[src/rtl/lcd_cmd_sched_pkg.sv]
// Shared types and constants for the LCD command scheduler: command word layout,
// FSM state encoding and the default command-ring placement.
package lcd_pkg;
  localparam int CMD_W   = 24;
  localparam int FIELD_W = 8;
  localparam int ADR_LSB = 16;
  localparam int CTL_LSB = 8;
  localparam int DAT_LSB = 0;

  localparam logic [9:0] RING_BASE  = 10'h14;
  localparam int         RING_DEPTH = 64;

  typedef enum logic {
    ST_IDLE  = 1'b0,
    ST_WRITE = 1'b1
  } state_t;
endpackage

[src/rtl/lcd_cmd_sched_tick_gen.sv]
// LCD driver pacing: free-running 0..DIV-1 counter, lcd_tick high while it sits at DIV-1.
module lcd_tick_gen #(
  parameter int DIV = 1000
) (
  input  logic clk,
  input  logic reset,
  output logic lcd_tick
);
  localparam int CNT_W = (DIV > 2) ? $clog2(DIV) : 1;
  localparam logic [CNT_W-1:0] CNT_LAST = CNT_W'(DIV - 1);

  logic [CNT_W-1:0] r_cnt;

  always_ff @(posedge clk) begin
    if (reset)
      r_cnt <= '0;
    else if (r_cnt == CNT_LAST)
      r_cnt <= '0;
    else
      r_cnt <= r_cnt + CNT_W'(1);
  end

  assign lcd_tick = (r_cnt == CNT_LAST);
endmodule

[src/rtl/lcd_cmd_sched.sv]
// Two-requester writer into the LCD command ring with full/empty tracking and pacing tick.
// Build option: define LCD_SCHED_PRIO_EN for fixed priority (req0 over req1) instead of round-robin.
module lcd_cmd_sched
  import lcd_pkg::*;
#(
  parameter int                ADDR_W = 10,
  parameter logic [ADDR_W-1:0] BASE   = ADDR_W'(RING_BASE),
  parameter int                DEPTH  = RING_DEPTH,
  parameter int                DIV    = 1000
) (
  input  logic              clk,
  input  logic              reset,
  input  logic              req0,
  input  logic [CMD_W-1:0]  word0,
  output logic              ack0,
  input  logic              req1,
  input  logic [CMD_W-1:0]  word1,
  output logic              ack1,
  input  logic [ADDR_W-1:0] rd_ptr,
  input  logic              flush,
  output logic              ram_we,
  output logic [ADDR_W-1:0] ram_adr,
  output logic [CMD_W-1:0]  ram_dat,
  output logic [ADDR_W-1:0] wr_ptr,
  output logic              full,
  output logic              empty,
  output logic              lcd_tick
);
  localparam logic [ADDR_W-1:0] LAST_ADR = BASE + ADDR_W'(DEPTH - 1);

  function automatic logic [ADDR_W-1:0] ring_next(input logic [ADDR_W-1:0] p);
    return (p == LAST_ADR) ? BASE : p + ADDR_W'(1);
  endfunction

  state_t            r_state;
  logic [ADDR_W-1:0] r_wr_ptr;
  logic [ADDR_W-1:0] w_wr_next;
  logic              w_grant;
  logic              w_pick1;
  logic [CMD_W-1:0]  w_word;

  assign w_wr_next = ring_next(r_wr_ptr);
  assign full      = (w_wr_next == rd_ptr);
  assign empty     = (r_wr_ptr == rd_ptr);
  assign wr_ptr    = r_wr_ptr;
  assign w_grant   = (req0 | req1) & ~full;
  assign w_word    = w_pick1 ? word1 : word0;

`ifdef LCD_SCHED_PRIO_EN
  assign w_pick1 = ~req0;
`else
  // r_last_grant: 1 means req1 won most recently, so req0 is favoured next.
  logic r_last_grant;

  assign w_pick1 = (req0 & req1) ? ~r_last_grant : req1;

  always_ff @(posedge clk) begin
    if (reset)
      r_last_grant <= 1'b1;
    else if (r_state == ST_IDLE && !flush && w_grant)
      r_last_grant <= w_pick1;
  end
`endif

  always_ff @(posedge clk) begin
    if (reset) begin
      r_state  <= ST_IDLE;
      ram_we   <= 1'b0;
      ack0     <= 1'b0;
      ack1     <= 1'b0;
      ram_adr  <= '0;
      ram_dat  <= '0;
      r_wr_ptr <= BASE;
    end else begin
      case (r_state)
        ST_IDLE: begin
          if (flush) begin
            r_wr_ptr <= BASE;
          end else if (w_grant) begin
            ram_we  <= 1'b1;
            ram_adr <= r_wr_ptr;
            ram_dat <= {w_word[ADR_LSB +: FIELD_W], w_word[CTL_LSB +: FIELD_W],
                        w_word[DAT_LSB +: FIELD_W]};
            ack0    <= ~w_pick1;
            ack1    <= w_pick1;
            r_state <= ST_WRITE;
          end
        end
        ST_WRITE: begin
          ram_we   <= 1'b0;
          ack0     <= 1'b0;
          ack1     <= 1'b0;
          // A flush arriving mid-write lets the word land, then rewinds the ring.
          r_wr_ptr <= flush ? BASE : w_wr_next;
          r_state  <= ST_IDLE;
        end
        default: r_state <= ST_IDLE;
      endcase
    end
  end

  lcd_tick_gen #(.DIV(DIV)) u_tick (
    .clk      (clk),
    .reset    (reset),
    .lcd_tick (lcd_tick)
  );
endmodule

[config.mk]
export PLATFORM = sky130hd
export DESIGN_NAME = lcd_cmd_sched
export DESIGN_NICKNAME = d
export VERILOG_FILES = /design/src/rtl/lcd_cmd_sched_pkg.sv /design/src/rtl/lcd_cmd_sched_tick_gen.sv /design/src/rtl/lcd_cmd_sched.sv
export SDC_FILE = /design/constraint.sdc
export NUM_CORES = 1
export LEC_CHECK = 0
export CORE_UTILIZATION = 33
export DETAILED_ROUTE_END_ITERATION = 7
export DONT_BUFFER_PORTS = 1
export HOLD_SLACK_MARGIN = 0.1
export PLACE_DENSITY = 0.44
export SYNTH_ARGS = -nofsm -noshare
export SYNTH_HDL_FRONTEND = slang
export SYNTH_HIERARCHICAL = 1
export SYNTH_SLANG_ARGS = --single-unit
[constraint.sdc]
create_clock -name clk -period 4.6 [get_ports clk]
set_clock_uncertainty 0.1 [all_clocks]
set_input_delay 0.46 -clock clk [delete_from_list [all_inputs] [get_ports clk]]
set_output_delay 0.46 -clock clk [all_outputs]
set_load 0.02 [all_outputs]
==> key figures <==
Cells and area
  • Antenna cells: 0
  • Layout area overhead: 7.93%
  • Share of cells above drive strength 1: 14.2%
  • Final std cells w/o fill: 506
  • Nets: 433

Hold path
  • Worst Hold Class: input port to register
  • Hold Path Stages: 2

Floorplanning
  • Height of the die: 104 µm
  • Core Region: 0.00995 mm²
  • Die Area: 0.0109 mm²
  • Die Wd: 104 µm
  • Initial Utilization: 34.7%
  • I/O pin total: 113
  • Cell Rows: 36

Synth
  • Post-synthesis xor/xnor area fraction: 5.57%
  • Mux share of post-synthesis cell area: 20.9%
  • Syn Nets: 444
  • Post-synthesis async set-or-reset flop share: 0%
  • Yosys cell types: 59
  • Synthesized netlist cell count: 379
  • Syn_area_per_cell: 9.12 µm²
  • Largest family of logic cells by synthesized area: simple AND/OR/NAND/NOR gates
  • Yosys reg bits: 59
  • Sequential area share after synthesis: 34.2%
  • Post-Synth Simple-Gate Area: 25.7%
  • Synth Area in Adders: 0.724%
  • Most used DFF post-synth: dfxtp_1
  • Ys Warns: 6
  • Synthesized area: 0.00346 mm²
  • Post-synthesis compound-gate area fraction: 8.76%
  • EDFF count, synth: 0

Clock network
  • Clock buffer depth: 2
  • Worst-path clk slew: 0.08 ns
  • Clock H-tree levels: 3
  • TritonCTS clock tree: built
  • CTS Buf Count: 9
  • CTS sink count: 59
  • Clk root buf: clkbuf_8
  • Worst-Skew Late Latency: 0.33 ns
  • Post-CTS Setup Repair Bufs: 0

Placed design
  • Placed cells: 489
  • DP Worst Slack: 0.881 ns
  • GPL Wtd Cong: 0.799
  • Port buffer count: 0
  • Post-DP HPWL: 5390 µm

Timing
  • Max Slew Vio Count: 0
  • Max_slew headroom: 32.6%
  • Fin. Hold Viols: 0
  • Worst Slack Setup Final: 0.776 ns
  • Final hold slack: 0.124 ns
  • Setup TNS: 0 ns
  • RSZ-0062 raised after global routing: no
  • Slew @ Worst Pin: 1.01 ns
  • Tmin final: 3.82 ns
  • Final setup vio count: 0
  • Maximum achievable frequency: 262 MHz
  • Crit share post-route: 83.1%

Worst setup path
  • Req. time, crit path: 4.04 ns
  • Reg2Reg Depth: 9
  • Arrival @ worst endpoint: 3.26 ns
  • Critical Path Start Type: register
  • Crit path kind: register to primary output
  • Endpoint class of the critical path: primary output
  • Critical path peak fanout: 9

Pwr
  • Clk pwr share: 40.9%
  • Power Density: 320 mW/mm²
  • Combinational fraction of design power: 10.5%
  • Int Pwr: 0.874 mW
  • Sw Ratio: 26.9%
  • Overall Power: 1.20 mW
  • VDD IR-drop max: 0.112 mV
  • Leakage power: 1.38 nW
  • Flop pwr share: 48.6%
  • Sw Pwr: 0.321 mW

Routing
  • Via density: 5.17
  • DRC Markers: 0
  • Routed len/inst: 15.5 µm
  • First-pass iteration count of the detailed router: 4
  • Remaining antenna violation count after routing: 0
  • Starting DRT DRC Count: 60
  • Post-Route WL: 7860 µm
  • Vias post-DR: 2616

GRT
  • Largest net degree at the start of global routing: 77
  • Initial antenna violation count: 0
  • Total Routing Usage GR: 14.4%
  • Vias in the first global route: 2321
  • Global route overflow: 0
  • Global-route wire length before repair: 12400 µm

Job
  • Number of max-cap violations: 0

Outcome
  • Outcome: finished, final reports clean
[final cells by class]
cell class	instances	area, µm²
Sequential cell	59	1180
Clock buffer	11	141
Multi-Input combinational cell	291	2140
Timing Repair Buffer	2	17.5
Clock inverter	5	61.3
Inverter	5	18.8
Tap cell	133	166
Fill cell	1035	6220
[per-layer routing]
| layer | GRT usage [%] | share of wire, % | vias to the layer above |
|---|---|---|---|
| met4 | 5.51 | 0.98 | 0 |
| met3 | 4.70 | 8.5 | 6 |
| met5 | 0 | 0 | - |
| li1 | - | - | 1285 |
| met2 | 22.5 | 46 | 101 |
| met1 | 18.2 | 45 | 1224 |
[worst paths after layout]
kind | from | endpoint | slack [ns]
max | wr_ptr[1]$_SDFFE_PP0P_ | full | 0.78
min | flush | wr_ptr[4]$_SDFFE_PP1P_ | 0.12
max reg2reg | wr_ptr[1]$_SDFFE_PP0P_ | ram_dat[3]$_SDFFE_PP0P_ | 0.88
min reg2reg | u_tick/r_cnt[0]$_SDFF_PP0_ | u_tick/r_cnt[0]$_SDFF_PP0_ | 0.36
[repair_timing]
action,4_1_cts,5_1_grt
resized for setup,0,0
hold endpoints to repair,5,0
hold buffers,1,0
[kinds of logic after synthesis]
kind of cell / Yosys count
flip-flops: 59
multiplexers: 62
XOR/XNOR: 22
buffers and inverters: 29
AND/OR/NAND/NOR: 164
AO/OA/AOI/OAI: 41
adder cells (fa/ha/maj): 2
[flip-flops by register name (all words and copies together) (netlist names)]
register / count
ram_we: 1
ram_dat: 24
ack0: 1
r_state: 1
ack1: 1
r_last_grant: 1
u_tick/r_cnt: 10
ram_adr: 10
wr_ptr: 10
[cells in the mapped netlist, types with 3 or more instances]
master,instances,area share [%]
dfxtp_1,59,34
nor2_1,48,5.2
mux2i_1,37,11
nor2b_1,28,5.1
nand2b_1,22,4.0
mux2_4,19,8.3
nand2_1,17,1.8
clkbuf_1,15,1.6
xor2_1,12,3.0
nand3_1,10,1.4
xnor2_1,10,2.5
a21oi_1,9,1.3
o21ai_0,9,1.3
nor3_1,7,1.0
mux2_2,6,2.0
inv_1,5,0.54
nand4_1,4,0.72
or3_1,4,0.72
a31oi_1,3,0.54
and3_1,3,0.54
buf_6,3,0.98
nand3b_1,3,0.65
[placed cells by master (no fill, tap or decap), types with 4 or more instances in the layout]
master	instances
a21oi_1	9
clkbuf_8	10
dfxtp_1	59
inv_1	5
mux2_2	6
mux2_4	19
mux2i_1	37
nand2_1	17
nand2b_1	22
nand3_1	10
nand4_1	4
nor2_1	48
nor2b_1	28
nor3_1	7
o21ai_0	9
or3_1	4
xnor2_1	10
xor2_1	12
[critical path, cell delays in order (launching register included)]
cell,delay (ns)
dfxtp_1,0.61
ha_1,0.44
nand3_1,0.20
nor3_1,0.53
xor2_1,0.19
a2111oi_4,0.39
o211ai_2,0.20
nor2_1,0.37
[through the flow]
step / cell area (µm²) / util [%]
after global placement: 3520 / 35.3
final: 3730 / 37.5
after global routing: 3730 / 37.5
after floorplan: 3460 / -
after detailed placement: 3520 / 35.3
after CTS: 3730 / 37.5
[power groups by stage]
stage	combinational (mW)	clock (mW)	sequential (mW)
6_report	0.126	0.490	0.581
5_1_grt	0.140	0.531	0.585
4_1_cts	0.128	0.512	0.581
3_5_place_dp	0.126	0	0.593
3_3_place_gp	0.125	0	0.593
2_1_floorplan	0.122	0	0.584
Note: power is estimated with default switching activity, not from simulation.
